### src/rtl/mem_port_arbiter_if.sv
// Bundle of the fetch/data requester handshakes and the shared 64-bit memory beat port.
// The arbiter uses the slave view; requesters and the memory use the master view.
interface mem_port_arbiter_if;
  logic        f_req;
  logic [63:0] f_addr;
  logic        f_done;
  logic        f_err;
  logic [79:0] f_rdata;
  logic        d_req;
  logic        d_we;
  logic [63:0] d_addr;
  logic [63:0] d_wdata;
  logic        d_done;
  logic        d_err;
  logic [63:0] d_rdata;
  logic        f_wait;
  logic        m_wait;
  logic        mem_req;
  logic        mem_we;
  logic [63:0] mem_addr;
  logic [63:0] mem_wdata;
  logic [63:0] mem_rdata;
  logic        mem_ack;

  modport slave (
    input  f_req, f_addr, d_req, d_we, d_addr, d_wdata, mem_rdata, mem_ack,
    output f_done, f_err, f_rdata, d_done, d_err, d_rdata, f_wait, m_wait,
    output mem_req, mem_we, mem_addr, mem_wdata
  );

  modport master (
    output f_req, f_addr, d_req, d_we, d_addr, d_wdata, mem_rdata, mem_ack,
    input  f_done, f_err, f_rdata, d_done, d_err, d_rdata, f_wait, m_wait,
    input  mem_req, mem_we, mem_addr, mem_wdata
  );
endinterface

### src/rtl/mem_port_arbiter.sv
// Shares one 64-bit memory port between 10-byte fetch reads (two beats) and 8-byte data
// accesses; data wins ties, fetches run to completion, each beat has an ack timeout.
module mem_port_arbiter #(
  parameter int MEM_BYTES = 1024,
  parameter int TIMEOUT   = 15
) (
  input  logic                 clk,
  input  logic                 reset_n,
  mem_port_arbiter_if.slave    bus
);
  localparam int CW = $clog2(TIMEOUT + 1);
  localparam logic [CW-1:0] CNT_LAST = CW'(TIMEOUT - 1);
  localparam logic [64:0]   MEM_LIM  = 65'(MEM_BYTES);

  typedef enum logic [2:0] {IDLE, D_ACC, F_BEAT0, F_BEAT1, RESP} state_t;

  state_t        r_state, w_state;
  logic [CW-1:0] r_cnt, w_cnt;
  logic          r_mem_req, w_mem_req;
  logic          r_mem_we, w_mem_we;
  logic [63:0]   r_mem_addr, w_mem_addr;
  logic [63:0]   r_mem_wdata, w_mem_wdata;
  logic [79:0]   r_f_rdata, w_f_rdata;
  logic [63:0]   r_d_rdata, w_d_rdata;
  logic          r_owner_d, w_owner_d;
  logic          r_err, w_err;
  logic          r_f_done, w_f_done;
  logic          r_f_err, w_f_err;
  logic          r_d_done, w_d_done;
  logic          r_d_err, w_d_err;
  logic          w_enter_resp;
  logic          w_d_oob, w_f_oob;

  // 65-bit sums so that a wrapping address still reads as out of range
  assign w_d_oob = ({1'b0, bus.d_addr} + 65'd8)  > MEM_LIM;
  assign w_f_oob = ({1'b0, bus.f_addr} + 65'd10) > MEM_LIM;

  always_ff @(posedge clk) begin
    if (!reset_n) begin
      r_state     <= IDLE;
      r_cnt       <= '0;
      r_mem_req   <= 1'b0;
      r_mem_we    <= 1'b0;
      r_mem_addr  <= '0;
      r_mem_wdata <= '0;
      r_f_rdata   <= '0;
      r_d_rdata   <= '0;
      r_owner_d   <= 1'b0;
      r_err       <= 1'b0;
      r_f_done    <= 1'b0;
      r_f_err     <= 1'b0;
      r_d_done    <= 1'b0;
      r_d_err     <= 1'b0;
    end else begin
      r_state     <= w_state;
      r_cnt       <= w_cnt;
      r_mem_req   <= w_mem_req;
      r_mem_we    <= w_mem_we;
      r_mem_addr  <= w_mem_addr;
      r_mem_wdata <= w_mem_wdata;
      r_f_rdata   <= w_f_rdata;
      r_d_rdata   <= w_d_rdata;
      r_owner_d   <= w_owner_d;
      r_err       <= w_err;
      r_f_done    <= w_f_done;
      r_f_err     <= w_f_err;
      r_d_done    <= w_d_done;
      r_d_err     <= w_d_err;
    end
  end

  always_comb begin
    w_state     = r_state;
    w_cnt       = r_cnt;
    w_mem_req   = r_mem_req;
    w_mem_we    = r_mem_we;
    w_mem_addr  = r_mem_addr;
    w_mem_wdata = r_mem_wdata;
    w_f_rdata   = r_f_rdata;
    w_d_rdata   = r_d_rdata;
    w_owner_d   = r_owner_d;
    w_err       = r_err;
    case (r_state)
      IDLE: begin
        if (bus.d_req) begin
          w_owner_d = 1'b1;
          w_err     = w_d_oob;
          if (w_d_oob) begin
            w_state = RESP;
          end else begin
            w_state     = D_ACC;
            w_cnt       = '0;
            w_mem_req   = 1'b1;
            w_mem_we    = bus.d_we;
            w_mem_addr  = bus.d_addr;
            w_mem_wdata = bus.d_wdata;
          end
        end else if (bus.f_req) begin
          w_owner_d = 1'b0;
          w_err     = w_f_oob;
          if (w_f_oob) begin
            w_state = RESP;
          end else begin
            w_state    = F_BEAT0;
            w_cnt      = '0;
            w_mem_req  = 1'b1;
            w_mem_we   = 1'b0;
            w_mem_addr = bus.f_addr;
          end
        end
      end
      D_ACC, F_BEAT0, F_BEAT1: begin
        if (bus.mem_ack) begin
          w_cnt = '0;
          if (r_state == D_ACC) begin
            if (!r_mem_we) w_d_rdata = bus.mem_rdata;
            w_mem_req = 1'b0;
            w_mem_we  = 1'b0;
            w_state   = RESP;
          end else if (r_state == F_BEAT0) begin
            // mem_req stays high: the second beat starts right away
            w_f_rdata[63:0] = bus.mem_rdata;
            w_mem_addr      = r_mem_addr + 64'd8;
            w_state         = F_BEAT1;
          end else begin
            w_f_rdata[79:64] = bus.mem_rdata[15:0];
            w_mem_req        = 1'b0;
            w_state          = RESP;
          end
        end else if (r_cnt == CNT_LAST) begin
          w_mem_req = 1'b0;
          w_mem_we  = 1'b0;
          w_err     = 1'b1;
          w_state   = RESP;
        end else begin
          w_cnt = r_cnt + 1'b1;
        end
      end
      RESP:    w_state = IDLE;
      default: w_state = IDLE;
    endcase

    // done is registered on entry, so it is high exactly during the RESP cycle
    w_enter_resp = (w_state == RESP) && (r_state != RESP);
    w_d_done     = w_enter_resp & w_owner_d;
    w_f_done     = w_enter_resp & ~w_owner_d;
    w_d_err      = w_d_done & w_err;
    w_f_err      = w_f_done & w_err;
  end

  assign bus.mem_req   = r_mem_req;
  assign bus.mem_we    = r_mem_we;
  assign bus.mem_addr  = r_mem_addr;
  assign bus.mem_wdata = r_mem_wdata;
  assign bus.f_done    = r_f_done;
  assign bus.f_err     = r_f_err;
  assign bus.f_rdata   = r_f_rdata;
  assign bus.d_done    = r_d_done;
  assign bus.d_err     = r_d_err;
  assign bus.d_rdata   = r_d_rdata;
  assign bus.f_wait    = bus.f_req & ~r_f_done;
  assign bus.m_wait    = bus.d_req & ~r_d_done;
endmodule

### src/flat_wrapper.sv
// flat-port wrapper written by rule: the top's interface ports become plain ports
module mem_port_arbiter_flat 
#(
  parameter int MEM_BYTES = 1024,
  parameter int TIMEOUT   = 15
)
  (clk, reset_n, bus_f_req, bus_f_addr, bus_d_req, bus_d_we, bus_d_addr, bus_d_wdata, bus_mem_rdata, bus_mem_ack, bus_f_done, bus_f_err, bus_f_rdata, bus_d_done, bus_d_err, bus_d_rdata, bus_f_wait, bus_m_wait, bus_mem_req, bus_mem_we, bus_mem_addr, bus_mem_wdata);
  mem_port_arbiter_if bus_i ();
  input  logic clk;
  input  logic reset_n;
  input wire logic [$bits(bus_i.f_req)-1:0] bus_f_req;
  input wire logic [$bits(bus_i.f_addr)-1:0] bus_f_addr;
  input wire logic [$bits(bus_i.d_req)-1:0] bus_d_req;
  input wire logic [$bits(bus_i.d_we)-1:0] bus_d_we;
  input wire logic [$bits(bus_i.d_addr)-1:0] bus_d_addr;
  input wire logic [$bits(bus_i.d_wdata)-1:0] bus_d_wdata;
  input wire logic [$bits(bus_i.mem_rdata)-1:0] bus_mem_rdata;
  input wire logic [$bits(bus_i.mem_ack)-1:0] bus_mem_ack;
  output wire logic [$bits(bus_i.f_done)-1:0] bus_f_done;
  output wire logic [$bits(bus_i.f_err)-1:0] bus_f_err;
  output wire logic [$bits(bus_i.f_rdata)-1:0] bus_f_rdata;
  output wire logic [$bits(bus_i.d_done)-1:0] bus_d_done;
  output wire logic [$bits(bus_i.d_err)-1:0] bus_d_err;
  output wire logic [$bits(bus_i.d_rdata)-1:0] bus_d_rdata;
  output wire logic [$bits(bus_i.f_wait)-1:0] bus_f_wait;
  output wire logic [$bits(bus_i.m_wait)-1:0] bus_m_wait;
  output wire logic [$bits(bus_i.mem_req)-1:0] bus_mem_req;
  output wire logic [$bits(bus_i.mem_we)-1:0] bus_mem_we;
  output wire logic [$bits(bus_i.mem_addr)-1:0] bus_mem_addr;
  output wire logic [$bits(bus_i.mem_wdata)-1:0] bus_mem_wdata;
  assign bus_i.f_req = bus_f_req;
  assign bus_i.f_addr = bus_f_addr;
  assign bus_i.d_req = bus_d_req;
  assign bus_i.d_we = bus_d_we;
  assign bus_i.d_addr = bus_d_addr;
  assign bus_i.d_wdata = bus_d_wdata;
  assign bus_i.mem_rdata = bus_mem_rdata;
  assign bus_i.mem_ack = bus_mem_ack;
  assign bus_f_done = bus_i.f_done;
  assign bus_f_err = bus_i.f_err;
  assign bus_f_rdata = bus_i.f_rdata;
  assign bus_d_done = bus_i.d_done;
  assign bus_d_err = bus_i.d_err;
  assign bus_d_rdata = bus_i.d_rdata;
  assign bus_f_wait = bus_i.f_wait;
  assign bus_m_wait = bus_i.m_wait;
  assign bus_mem_req = bus_i.mem_req;
  assign bus_mem_we = bus_i.mem_we;
  assign bus_mem_addr = bus_i.mem_addr;
  assign bus_mem_wdata = bus_i.mem_wdata;
  mem_port_arbiter #(.MEM_BYTES(MEM_BYTES), .TIMEOUT(TIMEOUT)) u_core (.clk(clk), .reset_n(reset_n), .bus(bus_i));
endmodule
### config.mk
export PLATFORM = sky130hd
export DESIGN_NAME = mem_port_arbiter_flat
export DESIGN_NICKNAME = d
export VERILOG_FILES = /design/src/rtl/mem_port_arbiter_if.sv /design/src/rtl/mem_port_arbiter.sv /design/src/flat_wrapper.sv
export SDC_FILE = /design/constraint.sdc
export NUM_CORES = 1
export LEC_CHECK = 0
export BUFFER_PORTS_ARGS = -buffer_cell sky130_fd_sc_hd__buf_4
export CORE_ASPECT_RATIO = 1.1
export CORE_MARGIN = 8
export CORE_UTILIZATION = 40
export CTS_CLUSTER_DIAMETER = 200
export DETAILED_ROUTE_END_ITERATION = 10
export PLACE_DENSITY = 0.66
export REMOVE_ABC_BUFFERS = 1
export SLEW_MARGIN = 20
export SYNTH_ARGS = -nofsm -noshare
export SYNTH_HDL_FRONTEND = slang
export SYNTH_SLANG_ARGS = --single-unit
### constraint.sdc
create_clock -name clk -period 5.7 [get_ports clk]
set_clock_uncertainty 0.05 [all_clocks]
set_input_delay 1.14 -clock clk [delete_from_list [all_inputs] [get_ports clk]]
set_output_delay 1.14 -clock clk [all_outputs]
set_load 0.005 [all_outputs]
==> summary.txt <==
Setup path
  • WP data required: 6.08 ns
  • Crit. Startpoint: bus_d_addr[3]
  • Startpoint Class: primary input
  • Most used cell, CP: o21ai_2
  • CP max FO: 11
  • Slowest stage delay, CP: slightly below 0.6 ns
  • Crit-path slowest cell: nor4_1
  • Crit path cell chain: buf_4 > ha_1 > and3_1 > nand3_1 > nand4b_1 > nor4_1 > mux2i_1 > o211ai_1 > or3_1 > o21ai_2 > o21ai_2 > or2_1 > o41ai_1
  • CP arrival: 5.37 ns
  • RR Startpoint: u_core.bus.mem_addr[20]$_SDFFE_PN0P_
  • CP Class: in -> reg
  • R2R cell count: 10
  • Worst setup EP type: flop
  • R2r setup slk: 1.70 ns

Yosys
  • Synth warn: 0
  • Post-synth EDFFs: 0
  • Top cells by area, synth: dfxtp_1 35%, nand2_1 9.7%, mux2i_1 7.8%
  • Cell Area, Synth: 0.0165 mm2
  • Async set or reset register ratio after synthesis: 0%
  • Average cell area after synthesis: 7.77 um2
  • Sequential share of the synthesized area: 34.9%
  • Synth Register Bits: ~290
  • Ys flop type: dfxtp_1
  • Post-synthesis instance total: roughly 2100
  • Share of the synthesized area in the top cell type: 34.9%
  • Dominant cell type by area after synthesis: dfxtp_1
  • Post-synth cell types: 78

Timing
  • Fmax achieved: between 200 and 250 MHz
  • Final setup viols: 0
  • RSZ-0062 raised after global routing: false
  • Final Hold Slack: 0.414 ns
  • Min cycle time layout: 4.99 ns
  • Max Slew Vio Count: 0
  • Slew HR: 36.1%
  • Period Utilization, post-route: roughly 90%
  • Final hold violation count: 0
  • Setup ws final: between 0.7 and 0.8 ns
  • Worst slew pin tran: 0.934 ns

Power and ir drop
  • Int Pwr: 0.00355 W
  • Switch share: 25.6%
  • PwrDens: 218 mW/mm2
  • Comb power frac: 14.2%
  • P_leak: 8.44 nW
  • Clock network power share: 41.7%
  • Tot Pwr: 0.00477 W
  • Sequential power share: 44.1%
  • Worst vdd ir: 211 uV
  • Switching pwr: 0.00122 W

Floorplanning
  • Die Area: 0.0479 mm2
  • Die width: between 200 and 250 um
  • I/O pin total: about 540
  • Number of cell rows: 78
  • Core ar.: 0.0409 mm2
  • Initial Util: 40.2%
  • Die height: between 200 and 250 um

Placement
  • IO buf count: 541
  • GP Congestion: roughly 1.1
  • Dpl ws: 0.215 ns
  • Dpl cells: 3072
  • Hpwl dp: 60700 um

Clock network
  • CTS Hold Bufs: 0
  • # resized after CTS: 0
  • TritonCTS Buffers: 28
  • H-Tree Level Count: 1
  • CTS Sinks: 287
  • Maximum clock insertion buffer count: 3
  • Clock slew at reported path FFs: around 0.06 ns
  • CTS tree: built
  • Post-CTS setup buffer count: 0
  • Root Buffer: clkbuf_16
  • Later-pin clock latency in the skew report: 0.55 ns

Detailed routing
  • Drt first pass iters: 5
  • Routed len/inst: 24.5 um
  • Iteration-0 DRC Markers: 1508
  • Post-Route WL: around 77000 um
  • Vias after detailed routing: 18400
  • Residual DRC: 0
  • Final ANT Viol Nets: 0
  • Vias/cell: 5.89

Final layout
  • Most frequent cells in the layout: 573 x buf_4, 425 x nand2_1, 287 x dfxtp_1
  • Final Util: 53.7%
  • Filler-free cell count of the finished design: between 3000 and 4000
  • Nets: between 2000 and 3000
  • Share of layout cells above drive strength 1: 25.5%
  • Area Growth Syn to Fin: 33.4%
  • Commonest non-fill, non-tap cell in the layout: buf_4

Global route
  • GRT Util Overall: 29.8%
  • Initial antenna violation count: 3
  • Largest net degree at the start of global routing: 93
  • Total grt overflow: 0
  • Vias in the first global route: 17400
  • First-pass GRT wire length: 112000 um

Job
  • Max Cap Viol: 0

Status
  • Status: completed

Hold path
  • Worst Hold Class: reg -> reg
  • Min-delay src: u_core.bus.f_rdata[62]$_SDFFE_PN0P_
  • Hold Path Depth: 2
path summary, 6_finish.rpt:
path,to
worst max-delay path,u_core.bus.mem_we$_SDFFE_PN0P_
worst max register to register,u_core.bus.mem_addr[58]$_SDFFE_PN0P_
worst min register to register,u_core.bus.f_rdata[62]$_SDFFE_PN0P_
worst min-delay path,u_core.bus.f_rdata[62]$_SDFFE_PN0P_
worst max-delay path: cells and delay by family:
family / cells / cell delay (ns)
simple gates: 6 / 2.51
compound gates: 4 / 1.13
mux: 1 / 0.27
fa+ha+maj: 1 / 0.21
buf+inv: 1 / 0.11
routing by layer:
| layer | up-vias | track usage [%] | share of wire (%) |
|---|---|---|---|
| li1 | 8604 | - | - |
| met1 | 8845 | 34.2 | 38 |
| met2 | 824 | 53.3 | 50 |
| met3 | 127 | 6.47 | 8.2 |
| met4 | 0 | 11.3 | 3.9 |
| met5 | - | 0 | 0 |
final cells by class:
| class | instances | area (um2) |
|---|---|---|
| clock buffers | 42 | 845 |
| clock inverters | 8 | 144 |
| well taps | 520 | 651 |
| inverters | 18 | 67.6 |
| flip-flops and latches | 287 | 5750 |
| multi-input cells | 1670 | 10100 |
| diodes | 3 | 7.51 |
| fillers | 3894 | 19000 |
| repair buffers | 577 | 4370 |
cells by family (layout without fill, tap and decap cells):
family          after synthesis  in the layout  synth area share (%)
other cells                   0              3                     0
mux                         132            132                  8.06
simple gates               1033           1033                  30.8
xor+xnor                     37             37                  1.97
buf+inv                     160            645                  3.89
compound gates              463            463                  20.0
flops                       287            287                  34.9
fa+ha+maj                     5              5                 0.380
power by group through the flow:
stage | Sequential, W | Combinational [W] | Clock, W
2_1_floorplan | 0.00213 | 0.000235 | 0
3_3_place_gp | 0.00215 | 0.000666 | 0
3_5_place_dp | 0.00215 | 0.000670 | 0
4_1_cts | 0.00210 | 0.000671 | 0.00202
5_1_grt | 0.00211 | 0.000721 | 0.00210
6_report | 0.00210 | 0.000680 | 0.00199
state kept, by name (all words and copies together) (netlist names), 3 cells and up:
register and cells:
u_core.bus.mem_addr 64, u_core.r_state 3, u_core.bus.f_rdata 80, u_core.r_cnt 4
u_core.bus.d_rdata 64, u_core.bus.mem_wdata 64
synth_stat cells, drive strengths merged, types with 15 or more instances:
cell and number:
a31oi 31, or3 18, nand3 73, a21boi 149
inv 18, o221a 22, clkbuf 112, nor2b 78
nor4 46, and3 30, nand4 76, xor2 16
xnor2 21, o21ai 74, buf 30, nand2 425
o211ai 32, and4 26, o22ai 15, mux2i 128
nor3 67, a21oi 57, dfxtp 287, nor2 127
per-stage QoR:
stage / area (um2) / setup TNS [ns]
2_1_floorplan: 15900 / -488.11
3_3_place_gp: 20900 / 0
3_5_place_dp: 20900 / 0
4_1_cts: 21900 / 0
5_1_grt: 21900 / 0
6_report: 21900 / 0
Note: power is estimated with default switching activity, not from simulation.
